`src/rtl/fetch_unit_if.sv`:
```
// fetch_unit_if: instruction-memory request/response port plus decode-side
// handshake. master = fetch stage, slave = memory/decode side.
interface fetch_unit_if #(
  parameter int XLEN = 32
);
  logic            imem_req_valid;
  logic            imem_req_ready;
  logic [XLEN-1:0] imem_req_addr;
  logic            imem_rsp_valid;
  logic [31:0]     imem_rsp_data;
  logic            valid_d;
  logic            ready_d;
  logic [31:0]     InstrD;
  logic [XLEN-1:0] PCD;
  logic [XLEN-1:0] PCPlus4D;

  modport master (
    output imem_req_valid, imem_req_addr,
    input  imem_req_ready,
    input  imem_rsp_valid, imem_rsp_data,
    output valid_d, InstrD, PCD, PCPlus4D,
    input  ready_d
  );

  modport slave (
    input  imem_req_valid, imem_req_addr,
    output imem_req_ready,
    output imem_rsp_valid, imem_rsp_data,
    input  valid_d, InstrD, PCD, PCPlus4D,
    output ready_d
  );
endinterface

```
`src/rtl/fetch_unit.sv`:
```
// fetch_unit: RV32I fetch stage with in-order imem port and prefetch FIFO.
// Ports: clk, rst (async, active-low), redirect_e/target_e, bus (master).
module fetch_unit #(
  parameter int              XLEN       = 32,
  parameter logic [XLEN-1:0] RESET_PC   = '0,
  parameter int              FIFO_DEPTH = 4
) (
  input  logic            clk,
  input  logic            rst,
  input  logic            redirect_e,
  input  logic [XLEN-1:0] target_e,
  fetch_unit_if.master    bus
);

  localparam int AW = $clog2(FIFO_DEPTH);
  localparam int CW = AW + 1;
  localparam logic [CW:0] DEPTH_C = (CW+1)'(FIFO_DEPTH);

  logic [XLEN-1:0] pc_q, pc_d;
  logic [XLEN-1:0] rsp_pc_q, rsp_pc_d;
  logic [CW-1:0]   out_q, out_d;
  logic [CW-1:0]   drop_q, drop_d;
  logic [CW-1:0]   cnt_q, cnt_d;
  logic [AW-1:0]   wp_q, wp_d;
  logic [AW-1:0]   rp_q, rp_d;

  logic [XLEN-1:0] pc_mem  [FIFO_DEPTH];
  logic [31:0]     ins_mem [FIFO_DEPTH];

  logic [XLEN-1:0] tgt;
  logic [CW:0]     credit;
  logic            req_v;
  logic            req_fire;
  logic            rsp_ok;
  logic            push;
  logic            pop;
  logic            head_v;

  assign tgt    = target_e & ~XLEN'(3);
  // Requests in flight reserve a FIFO slot, so the FIFO cannot overflow.
  assign credit = {1'b0, cnt_q} + {1'b0, out_q};
  assign head_v = (cnt_q != '0);

  always_comb begin
    req_v    = rst & ~redirect_e & (credit < DEPTH_C);
    req_fire = req_v & bus.imem_req_ready;
    rsp_ok   = bus.imem_rsp_valid & (out_q != '0);
    push     = rsp_ok & (drop_q == '0) & ~redirect_e;
    pop      = head_v & bus.ready_d & ~redirect_e;

    pc_d     = pc_q;
    rsp_pc_d = rsp_pc_q;
    out_d    = out_q;
    drop_d   = drop_q;
    wp_d     = wp_q;
    rp_d     = rp_q;

    if (req_fire) begin
      pc_d  = pc_q + XLEN'(4);
      out_d = out_d + CW'(1);
    end
    if (rsp_ok) begin
      out_d = out_d - CW'(1);
      if (drop_q != '0) drop_d = drop_q - CW'(1);
    end
    if (push) begin
      wp_d     = wp_q + AW'(1);
      rsp_pc_d = rsp_pc_q + XLEN'(4);
    end
    if (pop) rp_d = rp_q + AW'(1);
    cnt_d = cnt_q + CW'(push) - CW'(pop);

    // Everything still in flight after this cycle's response is stale.
    if (redirect_e) begin
      pc_d     = tgt;
      rsp_pc_d = tgt;
      drop_d   = out_d;
      cnt_d    = '0;
      rp_d     = wp_q;
      wp_d     = wp_q;
    end
  end

  always_ff @(posedge clk or negedge rst) begin
    if (!rst) begin
      pc_q     <= RESET_PC;
      rsp_pc_q <= RESET_PC;
      out_q    <= '0;
      drop_q   <= '0;
      cnt_q    <= '0;
      wp_q     <= '0;
      rp_q     <= '0;
    end else begin
      pc_q     <= pc_d;
      rsp_pc_q <= rsp_pc_d;
      out_q    <= out_d;
      drop_q   <= drop_d;
      cnt_q    <= cnt_d;
      wp_q     <= wp_d;
      rp_q     <= rp_d;
    end
  end

  always_ff @(posedge clk) begin
    if (push) begin
      pc_mem[wp_q]  <= rsp_pc_q;
      ins_mem[wp_q] <= bus.imem_rsp_data;
    end
  end

  assign bus.imem_req_valid = req_v;
  assign bus.imem_req_addr  = pc_q;
  assign bus.valid_d        = head_v;
  assign bus.InstrD   = head_v ? ins_mem[rp_q] : '0;
  assign bus.PCD      = head_v ? pc_mem[rp_q] : '0;
  assign bus.PCPlus4D = head_v ? pc_mem[rp_q] + XLEN'(4) : '0;

  // A response with nothing outstanding breaks the memory protocol.
  rsp_without_req: assert property (
    @(posedge clk) disable iff (!rst)
    !(bus.imem_rsp_valid && out_q == '0)
  );

endmodule

```
`src/flat_wrapper.sv`:
```
// flat-port wrapper written by rule: the top's interface ports become plain ports
module fetch_unit_flat 
#(
  parameter int              XLEN       = 32,
  parameter logic [XLEN-1:0] RESET_PC   = '0,
  parameter int              FIFO_DEPTH = 4
)
  (clk, rst, redirect_e, target_e, bus_imem_req_valid, bus_imem_req_addr, bus_imem_req_ready, bus_imem_rsp_valid, bus_imem_rsp_data, bus_valid_d, bus_InstrD, bus_PCD, bus_PCPlus4D, bus_ready_d);
  fetch_unit_if #(.XLEN(XLEN)) bus_i ();
  input  logic clk;
  input  logic rst;
  input  logic redirect_e;
  input  logic [XLEN-1:0] target_e;
  output wire logic [$bits(bus_i.imem_req_valid)-1:0] bus_imem_req_valid;
  output wire logic [$bits(bus_i.imem_req_addr)-1:0] bus_imem_req_addr;
  input wire logic [$bits(bus_i.imem_req_ready)-1:0] bus_imem_req_ready;
  input wire logic [$bits(bus_i.imem_rsp_valid)-1:0] bus_imem_rsp_valid;
  input wire logic [$bits(bus_i.imem_rsp_data)-1:0] bus_imem_rsp_data;
  output wire logic [$bits(bus_i.valid_d)-1:0] bus_valid_d;
  output wire logic [$bits(bus_i.InstrD)-1:0] bus_InstrD;
  output wire logic [$bits(bus_i.PCD)-1:0] bus_PCD;
  output wire logic [$bits(bus_i.PCPlus4D)-1:0] bus_PCPlus4D;
  input wire logic [$bits(bus_i.ready_d)-1:0] bus_ready_d;
  assign bus_imem_req_valid = bus_i.imem_req_valid;
  assign bus_imem_req_addr = bus_i.imem_req_addr;
  assign bus_i.imem_req_ready = bus_imem_req_ready;
  assign bus_i.imem_rsp_valid = bus_imem_rsp_valid;
  assign bus_i.imem_rsp_data = bus_imem_rsp_data;
  assign bus_valid_d = bus_i.valid_d;
  assign bus_InstrD = bus_i.InstrD;
  assign bus_PCD = bus_i.PCD;
  assign bus_PCPlus4D = bus_i.PCPlus4D;
  assign bus_i.ready_d = bus_ready_d;
  fetch_unit #(.XLEN(XLEN), .RESET_PC(RESET_PC), .FIFO_DEPTH(FIFO_DEPTH)) u_core (.clk(clk), .rst(rst), .redirect_e(redirect_e), .target_e(target_e), .bus(bus_i));
endmodule
```
`config.mk`:
```
export PLATFORM = sky130hd
export DESIGN_NAME = fetch_unit_flat
export DESIGN_NICKNAME = d
export VERILOG_FILES = /design/src/rtl/fetch_unit_if.sv /design/src/rtl/fetch_unit.sv /design/src/flat_wrapper.sv
export SDC_FILE = /design/constraint.sdc
export NUM_CORES = 1
export LEC_CHECK = 0
export ABC_AREA = 1
export CAP_MARGIN = 20
export CORE_MARGIN = 2
export CORE_UTILIZATION = 45
export DETAILED_ROUTE_END_ITERATION = 8
export GPL_TIMING_DRIVEN = 0
export PLACE_DENSITY = 0.73
export SYNTH_ARGS = -nofsm -noshare
export SYNTH_HDL_FRONTEND = slang
export SYNTH_SLANG_ARGS = --single-unit
export TNS_END_PERCENT = 1
```
`constraint.sdc`:
```
create_clock -name clk -period 6.95 [get_ports clk]
set_input_delay 0.695 -clock clk [delete_from_list [all_inputs] [get_ports clk]]
set_output_delay 0.695 -clock clk [all_outputs]
set_load 0.02 [all_outputs]
```
==> results of run 1 <==
state kept, by name, indices dropped and copies added, names as in the netlist:
signal	count
u_core.bus.imem_req_addr	30
u_core.rp_q	2
u_core.pc_mem	120
u_core.drop_q	3
u_core.wp_q	2
u_core.out_q	3
u_core.cnt_q	3
u_core.ins_mem	128
u_core.rsp_pc_q	30
path summary, 6_finish.rpt:
kind	start	endpoint	slack [ns]	depth (start not counted)
max	u_core.rp_q[0]	bus_PCPlus4D[14]	2.38	14
min	rst	u_core.bus.imem_req_addr[18]	0.14	1
max reg2reg	u_core.out_q[0]	u_core.ins_mem[2][12]	3.56	11
min reg2reg	u_core.drop_q[1]	u_core.drop_q[1]	0.48	2
max in group asynchronous	rst	u_core.rp_q[1]	6.22	2
min in group clk	u_core.drop_q[1]	u_core.drop_q[1]	0.48	2
layout make-up:
class | instances | area share [%]
Sequential cell | 321 | 46.6
Multi-Input combinational cell | 1290 | 30.1
Timing Repair Buffer | 200 | 10.6
Clock buffer | 47 | 4.73
Tap cell | 461 | 2.90
Inverter | 136 | 2.57
Buffer | 76 | 2.14
Clock inverter | 11 | 0.289
worst max-delay path: stages, from the launching register on:
cell                              delay, ns
sky130_fd_sc_hd__dfrtp_1               0.41
sky130_fd_sc_hd__inv_2                 0.11
sky130_fd_sc_hd__buf_2                 0.28
sky130_fd_sc_hd__o211ai_1              0.13
sky130_fd_sc_hd__nand2_1               0.34
sky130_fd_sc_hd__ha_1                  0.31
sky130_fd_sc_hd__inv_1                 0.13
sky130_fd_sc_hd__nor2_2                0.17
sky130_fd_sc_hd__nand2_1               0.14
sky130_fd_sc_hd__inv_1                 0.20
sky130_fd_sc_hd__nand2_1               0.12
sky130_fd_sc_hd__nor2_1                0.17
sky130_fd_sc_hd__nor2_1                0.06
sky130_fd_sc_hd__nor3_1                0.15
sky130_fd_sc_hd__clkdlybuf4s50_1       0.65
synthesized netlist by cell type (2+ instances only):
master and instances:
sky130_fd_sc_hd__a21oi_1 54, sky130_fd_sc_hd__a22oi_1 2, sky130_fd_sc_hd__a31oi_1 2, sky130_fd_sc_hd__and3_1 3, sky130_fd_sc_hd__buf_1 11, sky130_fd_sc_hd__buf_2 19
sky130_fd_sc_hd__buf_4 11, sky130_fd_sc_hd__buf_6 7, sky130_fd_sc_hd__buf_8 2, sky130_fd_sc_hd__clkbuf_1 26, sky130_fd_sc_hd__dfrtp_1 73, sky130_fd_sc_hd__edfxtp_1 248
sky130_fd_sc_hd__ha_1 16, sky130_fd_sc_hd__inv_1 134, sky130_fd_sc_hd__inv_2 2, sky130_fd_sc_hd__nand2_1 520, sky130_fd_sc_hd__nand2_2 20, sky130_fd_sc_hd__nand3_1 122
sky130_fd_sc_hd__nand3b_1 3, sky130_fd_sc_hd__nand4_1 20, sky130_fd_sc_hd__nor2_1 290, sky130_fd_sc_hd__nor2_2 21, sky130_fd_sc_hd__nor2_4 2, sky130_fd_sc_hd__nor3_1 35
sky130_fd_sc_hd__o211ai_1 23, sky130_fd_sc_hd__o21ai_0 86, sky130_fd_sc_hd__o21bai_1 4, sky130_fd_sc_hd__o221ai_1 10, sky130_fd_sc_hd__o311ai_0 2, sky130_fd_sc_hd__or2_2 2
sky130_fd_sc_hd__xnor2_1 5, sky130_fd_sc_hd__xor2_1 33
power groups by stage:
| stage | Sequential [W] | Combinational (W) | Clock (W) |
|---|---|---|---|
| final | 0.00243 | 0.00377 | 0.00166 |
| after global placement | 0.00246 | 0.00367 | 0 |
| after global routing | 0.00244 | 0.00409 | 0.00175 |
| after CTS | 0.00242 | 0.00376 | 0.00167 |
| after detailed placement | 0.00246 | 0.00374 | 0 |
| after floorplan | 0.00244 | 0.00218 | 0 |
placed cells by master (no fill, tap or decap), drive strengths merged, types with 4 or more instances in the layout:
cell type,count
conb,6
nand3,123
clkdlybuf4s50,190
o21ai,87
o21bai,4
a21oi,54
inv,138
nand4,20
edfxtp,248
xnor2,5
ha,16
dfrtp,73
o221ai,10
nor3,35
nor2,313
xor2,33
o211ai,23
clkinv,8
buf,60
clkbuf,73
nand2,540
through the flow:
stage | setup TNS (ns) | instances | hold WS, ns | power, W
after floorplan | 0 | 1823 | 0.399 | 0.00462
after global placement | -112.28 | 2475 | 0.462 | 0.00613
after detailed placement | 0 | 2484 | 0.469 | 0.00620
after CTS | 0 | 2542 | 0.152 | 0.00785
after global routing | 0 | 2542 | 0.168 | 0.00829
final | 0 | 2542 | 0.138 | 0.00786
kinds of logic (layout without fill, tap and decap cells):
logic type,Yosys count,after routing,share of synthesized area (%)
and+or+nand+nor,1042,1042,26.7
DFF,321,321,57.4
buffers and inverters,212,470,5.79
AOI/OAI and AO/OA,187,187,6.59
xor gates and xnor gates,38,38,2.06
adders and majority gates,17,17,1.36
other,1,6,0.0232
metal layers:
layer / part of all wire [%] / global-route usage [%]
met1: 42 / 34.4
met2: 47 / 40.2
met3: 8.7 / 3.12
met4: 2.8 / 8.43
met5: 0 / 0
==> impl_metrics.py, run 1 <==
metrics = {
    "synth": {
        "ys_async_sr_fraction_pct": 22.7,
        "syn_inst": 1818,
        "synth_seq_area_share_pct": 57.4,
        "synthFlopType": "sky130_fd_sc_hd__edfxtp_1",
        "yosysWarningCount": 0,
        "post_synth_main_area_contributors": "sky130_fd_sc_hd__edfxtp_1, sky130_fd_sc_hd__nand2_1, sky130_fd_sc_hd__dfrtp_1",
        "netlist_area_pre_place_um2": 16200,
        "yosysTopAreaCellShare_pct": 46.1,
        "synth.lib_cells_used.distinct": 42,
        "syn_avg_cell_area_um2": 8.88,
        "synth_area_leader": "sky130_fd_sc_hd__edfxtp_1",
        "number_of_synthesized_register_bits": 321,
        "synth_enable_flop_cells": 248,
    },
    "cts": {
        "ctsHoldBuffers": 0,
        "cts.path.max_buffers": 3,
        "path_clk_slew_ns": 0.06,
        "cts-resized-gates": 0,
        "post-cts-setup-buffers": 0,
        "htreeDepth": 2,
        "cts.sink_count": 321,
        "number_of_buffers_created_by_cts": 34,
        "worstSkewPairLatency_ns": 0.51,
        "tritoncts": "done",
        "root_buffer": "sky130_fd_sc_hd__clkbuf_16",
    },
    "timing": {
        "fin_skew_ns": 0.0136,
        "slew_viol_final": 0,
        "period_share_pct": 65.8,
        "fmax_ghz": 0.219,
        "worst-slew-pin-transition_ns": 0.956,
        "final_hold_viol_count": 0,
        "finalCriticalPeriod_ns": 4.57,
        "worst_slack_ns": 2.38,
        "final-setup-viol-count": 0,
        "worst_slew_margin_rel_pct": 36.2,
        "unrepaired_setup_endpoints_after_global_routing": "no",
    },
    "worst_setup_path": {
        "endpoint_kind": "primary output",
        "timing.critical_path.required_ns": 6.25,
        "kind_of_launch_point_of_the_worst_setup_path": "flip-flop",
        "worstPathArrival_ns": 3.88,
        "worstPathMaxFanout": 10,
        "timing.setup.critical_path_class": "reg2out",
    },
    "min_path": {
        "timing.hold.worst.class": "in2async",
    },
    "place": {
        "dpl-instance-area_um2": 18900,
        "numPortBuffers": 191,
        "place_worst_setup_slack_ns": 2.96,
        "gp_routability_congestion": 0.925,
        "hpwlAfterDp_um": 33800,
    },
    "cells_and_area": {
        "drive_above_1_share_pct": 6.92,
        "design.final.nets": 2146,
        "multi_input_area_um2": 5990,
        "filler_instances": 3027,
        "regArea_um2": 9270,
        "n_antenna_cell": 0,
        "final_area_um2": 19900,
        "fin_util_pct": 56.0,
        "syn2layout_area_growth_pct": 23.1,
    },
    "die": {
        "start_util_pct": 45.5,
        "floorplan.die.width_um": 193,
        "fp.dieArea_um2": 37400,
        "placeable_core_region_um2": 35500,
        "io-pin-count": 200,
        "num_rows": 69,
        "die_h_um": 193,
    },
    "power": {
        "combinationalPowerShare_pct": 48.0,
        "power.sequential.fraction_pct": 30.9,
        "power_per_cell_area_nw_per_um2": 395,
        "leakage_nw": 7.91,
        "peakVddDrop_v": 0.000284,
        "intPower_w": 0.00450,
        "netSwitchingFraction_pct": 42.8,
        "total_switching_power_w": 0.00336,
        "share_of_total_power_in_the_clock_network_pct": 21.1,
    },
    "drt": {
        "drt_iter0_drc": 1433,
        "drt_pre_antenna_iters": 5,
        "finalWirelength_um": 47100,
        "final_ant_viol_nets": 0,
        "dr_total_vias": 13700,
        "routed_via_density": 5.40,
        "drc": 0,
        "avgRoutedWirePerCell_um": 18.5,
    },
    "global_routing": {
        "global_route_usage_sum_pct": 24.7,
        "maximum_number_of_pins_on_one_net_before_global_route_repair": 44,
        "first_pass_grt_wire_length_um": 72700,
        "globalRouteOverflowTotal": 0,
        "grt_antenna_before_repair": 0,
        "grt_pass1_vias": 12900,
    },
    "status": {
        "status": "finished, final reports clean",
    },
    "run": {
        "max_cap_viol_count": 0,
    },
}
Note: power is estimated with default switching activity, not from simulation.
==> inputs of run 2 (changes only) <==
Clock period 6.95 ns to 4.55 ns, I/O delays scaled along.
==> run 2 against run 1 <==
  * Cell area hardly changed
  * Wire length hardly changed
  * Worst hold slack better by 0.31 ns
  * Sequential share of layout area hardly changed
  * Register-to-register slack worse by 2.4 ns
  * Combinational power is 53% higher
  * Critical path depth stayed put
  * Highest routed layer unchanged
  * Global-route usage hardly changed
  * Critical path type unchanged
  * First-iteration DRC count is 6.5% lower
  * Clock power is 53% higher
  * Largest power group unchanged
==> impl_metrics.py, run 2 (same netlist as run 1, synthesis figures left out) <==
metrics = {
    "worst_setup_path": {
        "worstPathMaxFanout": 10,
        "worstPathArrival_ns": 3.89,
        "kind_of_launch_point_of_the_worst_setup_path": "flip-flop",
        "critPathBufInv": 5,
        "register_to_register_setup_slack_ns": 1.15,
        "rr_startpoint": "u_core.out_q[0]",
        "endpoint_kind": "primary output",
        "worst_path_most_repeated_cell": "sky130_fd_sc_hd__nand2_1",
        "timing.critical_path.required_ns": 4.09,
        "cell_family_with_most_cp_delay": "buffers and inverters",
        "critical_path.max_stage_delay_ns": 0.65,
        "path_cells": "inv_2, buf_2, o211ai_1, nand2_1, ha_1, inv_1, nor2_2, nand2_1, inv_1, nand2_1, nor2_1, nor2_1, nor3_1, clkdlybuf4s50_1",
        "timing.critical_path.slowest_stage_cell": "sky130_fd_sc_hd__clkdlybuf4s50_1",
        "ff2ff_path_depth": 11,
        "timing.setup.critical_path_class": "reg2out",
        "worst_r2r_endpoint": "u_core.ins_mem[2][8]",
    },
    "power": {
        "share_of_total_power_in_the_clock_network_pct": 21.1,
        "leakage_nw": 7.91,
        "peakVddDrop_v": 0.000433,
        "power_per_cell_area_nw_per_um2": 604,
        "combinationalPowerShare_pct": 48.0,
        "netSwitchingFraction_pct": 42.8,
        "intPower_w": 0.00687,
        "total_switching_power_w": 0.00514,
        "power.sequential.fraction_pct": 30.9,
    },
    "place": {
        "gp_routability_congestion": 0.925,
        "dpl-instance-area_um2": 18900,
        "place_worst_setup_slack_ns": 0.801,
        "numPortBuffers": 191,
        "numPlacedInstances": 2484,
        "hpwlAfterDp_um": 33800,
    },
    "status": {
        "status": "finished, final reports clean",
    },
    "die": {
        "placeable_core_region_um2": 35500,
        "floorplan.die.width_um": 193,
        "num_rows": 69,
        "io-pin-count": 200,
        "fp.dieArea_um2": 37400,
        "start_util_pct": 45.5,
        "die_h_um": 193,
    },
    "timing": {
        "fmax_ghz": 0.230,
        "period_share_pct": 95.5,
        "worst_slack_ns": 0.205,
        "final-setup-viol-count": 0,
        "fin_skew_ns": 0.0163,
        "finalCriticalPeriod_ns": 4.35,
        "worst-slew-pin-transition_ns": 0.977,
        "final_hold_viol_count": 0,
        "worst_slew_margin_rel_pct": 34.8,
        "slew_viol_final": 0,
        "unrepaired_setup_endpoints_after_global_routing": "no",
    },
    "drt": {
        "drt_pre_antenna_iters": 7,
        "dr_total_vias": 13700,
        "routed_via_density": 5.38,
        "final_ant_viol_nets": 0,
        "avgRoutedWirePerCell_um": 18.5,
        "drt_iter0_drc": 1340,
        "drc": 0,
        "finalWirelength_um": 47000,
    },
    "cts": {
        "htreeDepth": 2,
        "root_buffer": "sky130_fd_sc_hd__clkbuf_16",
        "cts.sink_count": 321,
        "tritoncts": "done",
        "number_of_buffers_created_by_cts": 34,
        "path_clk_slew_ns": 0.06,
        "worstSkewPairLatency_ns": 0.52,
        "cts.path.max_buffers": 3,
    },
    "cells_and_area": {
        "mostFrequentLayoutCell": "sky130_fd_sc_hd__nand2_1",
        "top_register": "u_core.ins_mem",
        "largest_register_ffs": 128,
        "syn2layout_area_growth_pct": 23.2,
        "n_antenna_cell": 0,
        "layout_top_registers": "u_core.ins_mem (128), u_core.pc_mem (120)",
        "design.final.nets": 2147,
        "final_area_um2": 19900,
        "drive_above_1_share_pct": 6.96,
        "mostFrequentLayoutCells": "sky130_fd_sc_hd__nand2_1, sky130_fd_sc_hd__nor2_1, sky130_fd_sc_hd__edfxtp_1",
        "post_layout_nonfiller_instances": 2543,
    },
    "global_routing": {
        "maximum_number_of_pins_on_one_net_before_global_route_repair": 44,
        "globalRouteOverflowTotal": 0,
        "grt_util_met2_pct": 40.2,
        "grt_busiest_layer": "met2",
        "grt.met1_usage_pct": 34.4,
        "global_route.usage.met3_pct": 3.10,
        "grt_antenna_before_repair": 0,
        "first_pass_grt_wire_length_um": 72700,
        "grt_pass1_vias": 12900,
        "global_route_usage_sum_pct": 24.7,
    },
    "run": {
        "max_cap_viol_count": 0,
    },
    "min_path": {
        "timing.hold.worst.class": "in2async",
    },
}
-- run 2: power by group through the flow --
| stage | combinational [W] | clock [W] | sequential, W |
|---|---|---|---|
| 2_1_floorplan | 0.00332 | 0 | 0.00373 |
| 5_1_grt | 0.00626 | 0.00268 | 0.00373 |
| 3_3_place_gp | 0.00561 | 0 | 0.00375 |
| 6_report | 0.00577 | 0.00254 | 0.00371 |
| 4_1_cts | 0.00575 | 0.00255 | 0.00370 |
| 3_5_place_dp | 0.00572 | 0 | 0.00375 |
-- run 2: cell type report --
class                   instances  area [um^2]
fillers                      3025        15600
flip-flops and latches        321         9270
multi-input cells            1290         5990
repair buffers                201         2120
clock buffers                  47          941
well taps                     461          577
inverters                     136          510
plain buffers                  76          427
clock inverters                11         57.6
-- run 2: worst reg2reg max path, stage by stage (launching register included) --
cell and delay [ns]:
sky130_fd_sc_hd__dfrtp_1 0.42, sky130_fd_sc_hd__inv_1 0.10, sky130_fd_sc_hd__ha_1 0.20, sky130_fd_sc_hd__nand2_1 0.06, sky130_fd_sc_hd__nand2_1 0.16, sky130_fd_sc_hd__nor2_2 0.44, sky130_fd_sc_hd__inv_1 0.20, sky130_fd_sc_hd__nor2_1 0.17
sky130_fd_sc_hd__inv_1 0.25, sky130_fd_sc_hd__nor2_4 0.55, sky130_fd_sc_hd__buf_12 0.28, sky130_fd_sc_hd__buf_12 0.22
-- run 2: how the worst max path moves through the flow --
stage	depth (start not counted)	end	from
after detailed placement	14	bus_PCPlus4D[14]	u_core.rp_q[0]
after CTS	14	bus_PCPlus4D[14]	u_core.rp_q[0]
after global placement	7	u_core.pc_mem[3][14]	bus_imem_rsp_valid
after global routing	7	bus_PCPlus4D[29]	u_core.cnt_q[1]
after floorplan	9	u_core.ins_mem[0][0]	u_core.out_q[0]
final	14	bus_PCPlus4D[14]	u_core.rp_q[0]
-- run 2: per-layer routing --
metal | wire (um) | share of wire, %
met1 | 19900 | 42
met2 | 21900 | 47
met3 | 3880 | 8.2
met4 | 1310 | 2.8
met5 | 0 | 0
-- run 2: per-stage QoR --
step | setup TNS, ns | utilization (%) | hold slack (ns) | power, W
3_5_place_dp | 0 | 53.2 | 0.439 | 0.00947
2_1_floorplan | 0 | - | 0.159 | 0.00705
4_1_cts | 0 | 56.1 | 0.459 | 0.0120
6_report | 0 | 56.1 | 0.446 | 0.0120
3_3_place_gp | -671.36 | 52.6 | 0.462 | 0.00936
5_1_grt | 0 | 56.1 | 0.499 | 0.0127
-- run 2: repair_timing --
action	CTS	global route
hold buffers	1	0
endpoints found under the hold margin	31	0
setup endpoints to repair	0	1
buffers inserted	0	0
resized for setup	0	2
==> inputs of run 3 (changes only) <==
Settings changed: CAP_MARGIN 20 to 30, CORE_UTILIZATION 45 to 50, PLACE_DENSITY 0.73 to 0.79.
==> run 3 against run 2 <==
  * Maximum frequency rose by 1.0%
  * Cell area fell by 0.16%
  * Critical path depth fell by 7
  * Register-to-register slack improved by 0.08 ns
  * Core utilization rose by 6.6 points
  * Combinational power barely moved
  * Final cell count fell by 2.3%
  * Die area fell by 9.8%
  * Worst hold slack got worse by 0.10 ns
  * First-iteration DRC count rose by 9.0%
  * Largest power group unchanged
  * Highest routed layer unchanged
==> impl_metrics.py, run 3 (same netlist as run 1, synthesis figures left out) <==
metrics = {
    "drt": {
        "final_ant_viol_nets": 0,
        "topRoutingLayerUsed": "met4",
        "dr_total_vias": 13700,
        "drc": 0,
        "route.met3.wl_um": 3870,
        "avgRoutedWirePerCell_um": 18.6,
        "finalWirelength_um": 46100,
        "routed-wl-met2_um": 21800,
        "routed_via_density": 5.52,
        "drt_iter0_drc": 1460,
        "drt_pre_antenna_iters": 6,
        "met1Wirelength_um": 19200,
    },
    "worst_setup_path": {
        "critical_path.max_stage_delay_ns": 0.76,
        "worstPathMaxFanout": 10,
        "timing.critical_path.slowest_stage_cell": "sky130_fd_sc_hd__clkbuf_1",
        "endpoint_kind": "primary output",
        "timing.setup.critical_path_class": "reg2out",
        "ff2ff_path_depth": 11,
        "path_cells": "nor2_1, inv_1, nor2_1, clkbuf_1, clkbuf_1, a21oi_1, clkdlybuf4s50_1",
        "critPathBufInv": 4,
        "cell_family_with_most_cp_delay": "buffers and inverters",
        "kind_of_launch_point_of_the_worst_setup_path": "flip-flop",
        "worstPathArrival_ns": 3.85,
        "timing.critical_path.required_ns": 4.09,
        "cp_num_cells": 7,
    },
    "die": {
        "floorplan.die.width_um": 184,
        "io-pin-count": 200,
        "num_rows": 65,
        "die_h_um": 184,
        "start_util_pct": 50.9,
        "fp.dieArea_um2": 33800,
        "placeable_core_region_um2": 31700,
    },
    "global_routing": {
        "global_route_usage_sum_pct": 27.5,
        "maximum_number_of_pins_on_one_net_before_global_route_repair": 52,
        "grt_pass1_vias": 13600,
        "first_pass_grt_wire_length_um": 72200,
        "grt_antenna_before_repair": 1,
        "globalRouteOverflowTotal": 0,
    },
    "place": {
        "dpl-instance-area_um2": 18800,
        "place_worst_setup_slack_ns": 0.901,
        "hpwlAfterDp_um": 32600,
        "numPortBuffers": 191,
        "gp_routability_congestion": 0.959,
        "numPlacedInstances": 2425,
    },
    "cts": {
        "worstSkewPairLatency_ns": 0.58,
        "root_buffer": "sky130_fd_sc_hd__clkbuf_16",
        "post-cts-setup-buffers": 0,
        "tritoncts": "done",
        "number_of_buffers_created_by_cts": 31,
        "htreeDepth": 1,
        "cts.sink_count": 321,
        "cts.path.max_buffers": 3,
        "path_clk_slew_ns": 0.07,
    },
    "timing": {
        "worst-slew-pin-transition_ns": 0.929,
        "unrepaired_setup_endpoints_after_global_routing": "no",
        "worst_slack_ns": 0.249,
        "period_share_pct": 94.5,
        "final_hold_viol_count": 0,
        "worst_slew_margin_rel_pct": 38.1,
        "final-setup-viol-count": 0,
        "slew_viol_final": 0,
        "fin_tns_setup_ns": 0,
        "fmax_ghz": 0.233,
        "fin_skew_ns": 0.0197,
        "finalCriticalPeriod_ns": 4.30,
        "hold_slack_ns": 0.341,
    },
    "cells_and_area": {
        "top_register": "u_core.ins_mem",
        "syn2layout_area_growth_pct": 23.0,
        "mostFrequentLayoutCell": "sky130_fd_sc_hd__nand2_1",
        "design.final.nets": 2143,
        "drive_above_1_share_pct": 7.40,
        "largest_register_ffs": 128,
        "mostFrequentLayoutCells": "sky130_fd_sc_hd__nand2_1, sky130_fd_sc_hd__nor2_1, sky130_fd_sc_hd__edfxtp_1",
        "layout_top_registers": "u_core.ins_mem (128), u_core.pc_mem (120)",
        "post_layout_nonfiller_instances": 2484,
        "final_area_um2": 19900,
    },
    "power": {
        "peakVddDrop_v": 0.000276,
        "leakage_nw": 7.94,
        "power_per_cell_area_nw_per_um2": 606,
    },
    "status": {
        "status": "finished, final reports clean",
    },
    "run": {
        "max_cap_viol_count": 0,
    },
    "min_path": {
        "timing.hold.worst.class": "in2async",
    },
}
[run 3: changes by cell type in the layout (fill, tap and decap cells not counted), moves of 4 or more]
cell                        change
sky130_fd_sc_hd__clkbuf_16      -4
sky130_fd_sc_hd__bufinv_16      +4
sky130_fd_sc_hd__clkinv_2       +8
sky130_fd_sc_hd__clkbuf_1       -8
[run 3: path summary, 6_finish.rpt]
check	slack (ns)	startpoint	endpoint
setup / recovery	0.25	u_core.cnt_q[1]	bus_InstrD[13]
hold / removal	0.34	rst	u_core.bus.imem_req_addr[28]
setup reg to reg	1.23	u_core.out_q[0]	u_core.pc_mem[3][14]
hold reg to reg	0.48	u_core.drop_q[1]	u_core.drop_q[1]
max in group asynchronous	3.62	rst	u_core.bus.imem_req_addr[13]
min in group clk	0.48	u_core.drop_q[1]	u_core.drop_q[1]
[run 3: layer usage]
metal / vias to the layer above / global-route usage, %
met5: - / 0
met4: 0 / 8.99
met1: 6418 / 37.3
met3: 96 / 2.97
met2: 691 / 46.4
li1: 6512 / -
[run 3: stage by stage]
step / utilization, % / power [W]
floorplan: - / 0.00705
global placement: 58.6 / 0.00925
detailed placement: 59.3 / 0.00939
CTS: 62.6 / 0.0120
global route: 62.6 / 0.0127
finish: 62.6 / 0.0120
[run 3: report_power, final]
part           internal [W]  switching (W)  total [W]
Combinational       0.00199        0.00374    0.00574
Clock               0.00148        0.00112    0.00260
Sequential          0.00343       0.000274    0.00370
[run 3: timing repair]
action,in CTS,in global routing
hold buffers,1,0
endpoints found under the setup margin,0,1
endpoints found under the hold margin,23,0
gates resized for setup,0,1
[run 3: worst register-to-register path, stage by stage, from the launching register on]
cell and delay [ns]:
sky130_fd_sc_hd__dfrtp_1 0.43, sky130_fd_sc_hd__inv_1 0.11, sky130_fd_sc_hd__ha_1 0.20, sky130_fd_sc_hd__nand2_1 0.06, sky130_fd_sc_hd__nand2_1 0.15, sky130_fd_sc_hd__nor2_2 0.39, sky130_fd_sc_hd__inv_1 0.16, sky130_fd_sc_hd__nor2_1 0.15
sky130_fd_sc_hd__inv_1 0.26, sky130_fd_sc_hd__nor2_4 0.60, sky130_fd_sc_hd__buf_16 0.26, sky130_fd_sc_hd__buf_12 0.22
[run 3: area by class of cell]
type | count | area (um^2)
repair buffers | 201 | 2130
fillers | 2512 | 11900
well taps | 402 | 503
multi-input cells | 1290 | 5990
flip-flops and latches | 321 | 9270
diodes | 1 | 2.50
clock inverters | 25 | 250
plain buffers | 75 | 422
clock buffers | 33 | 783
inverters | 136 | 510
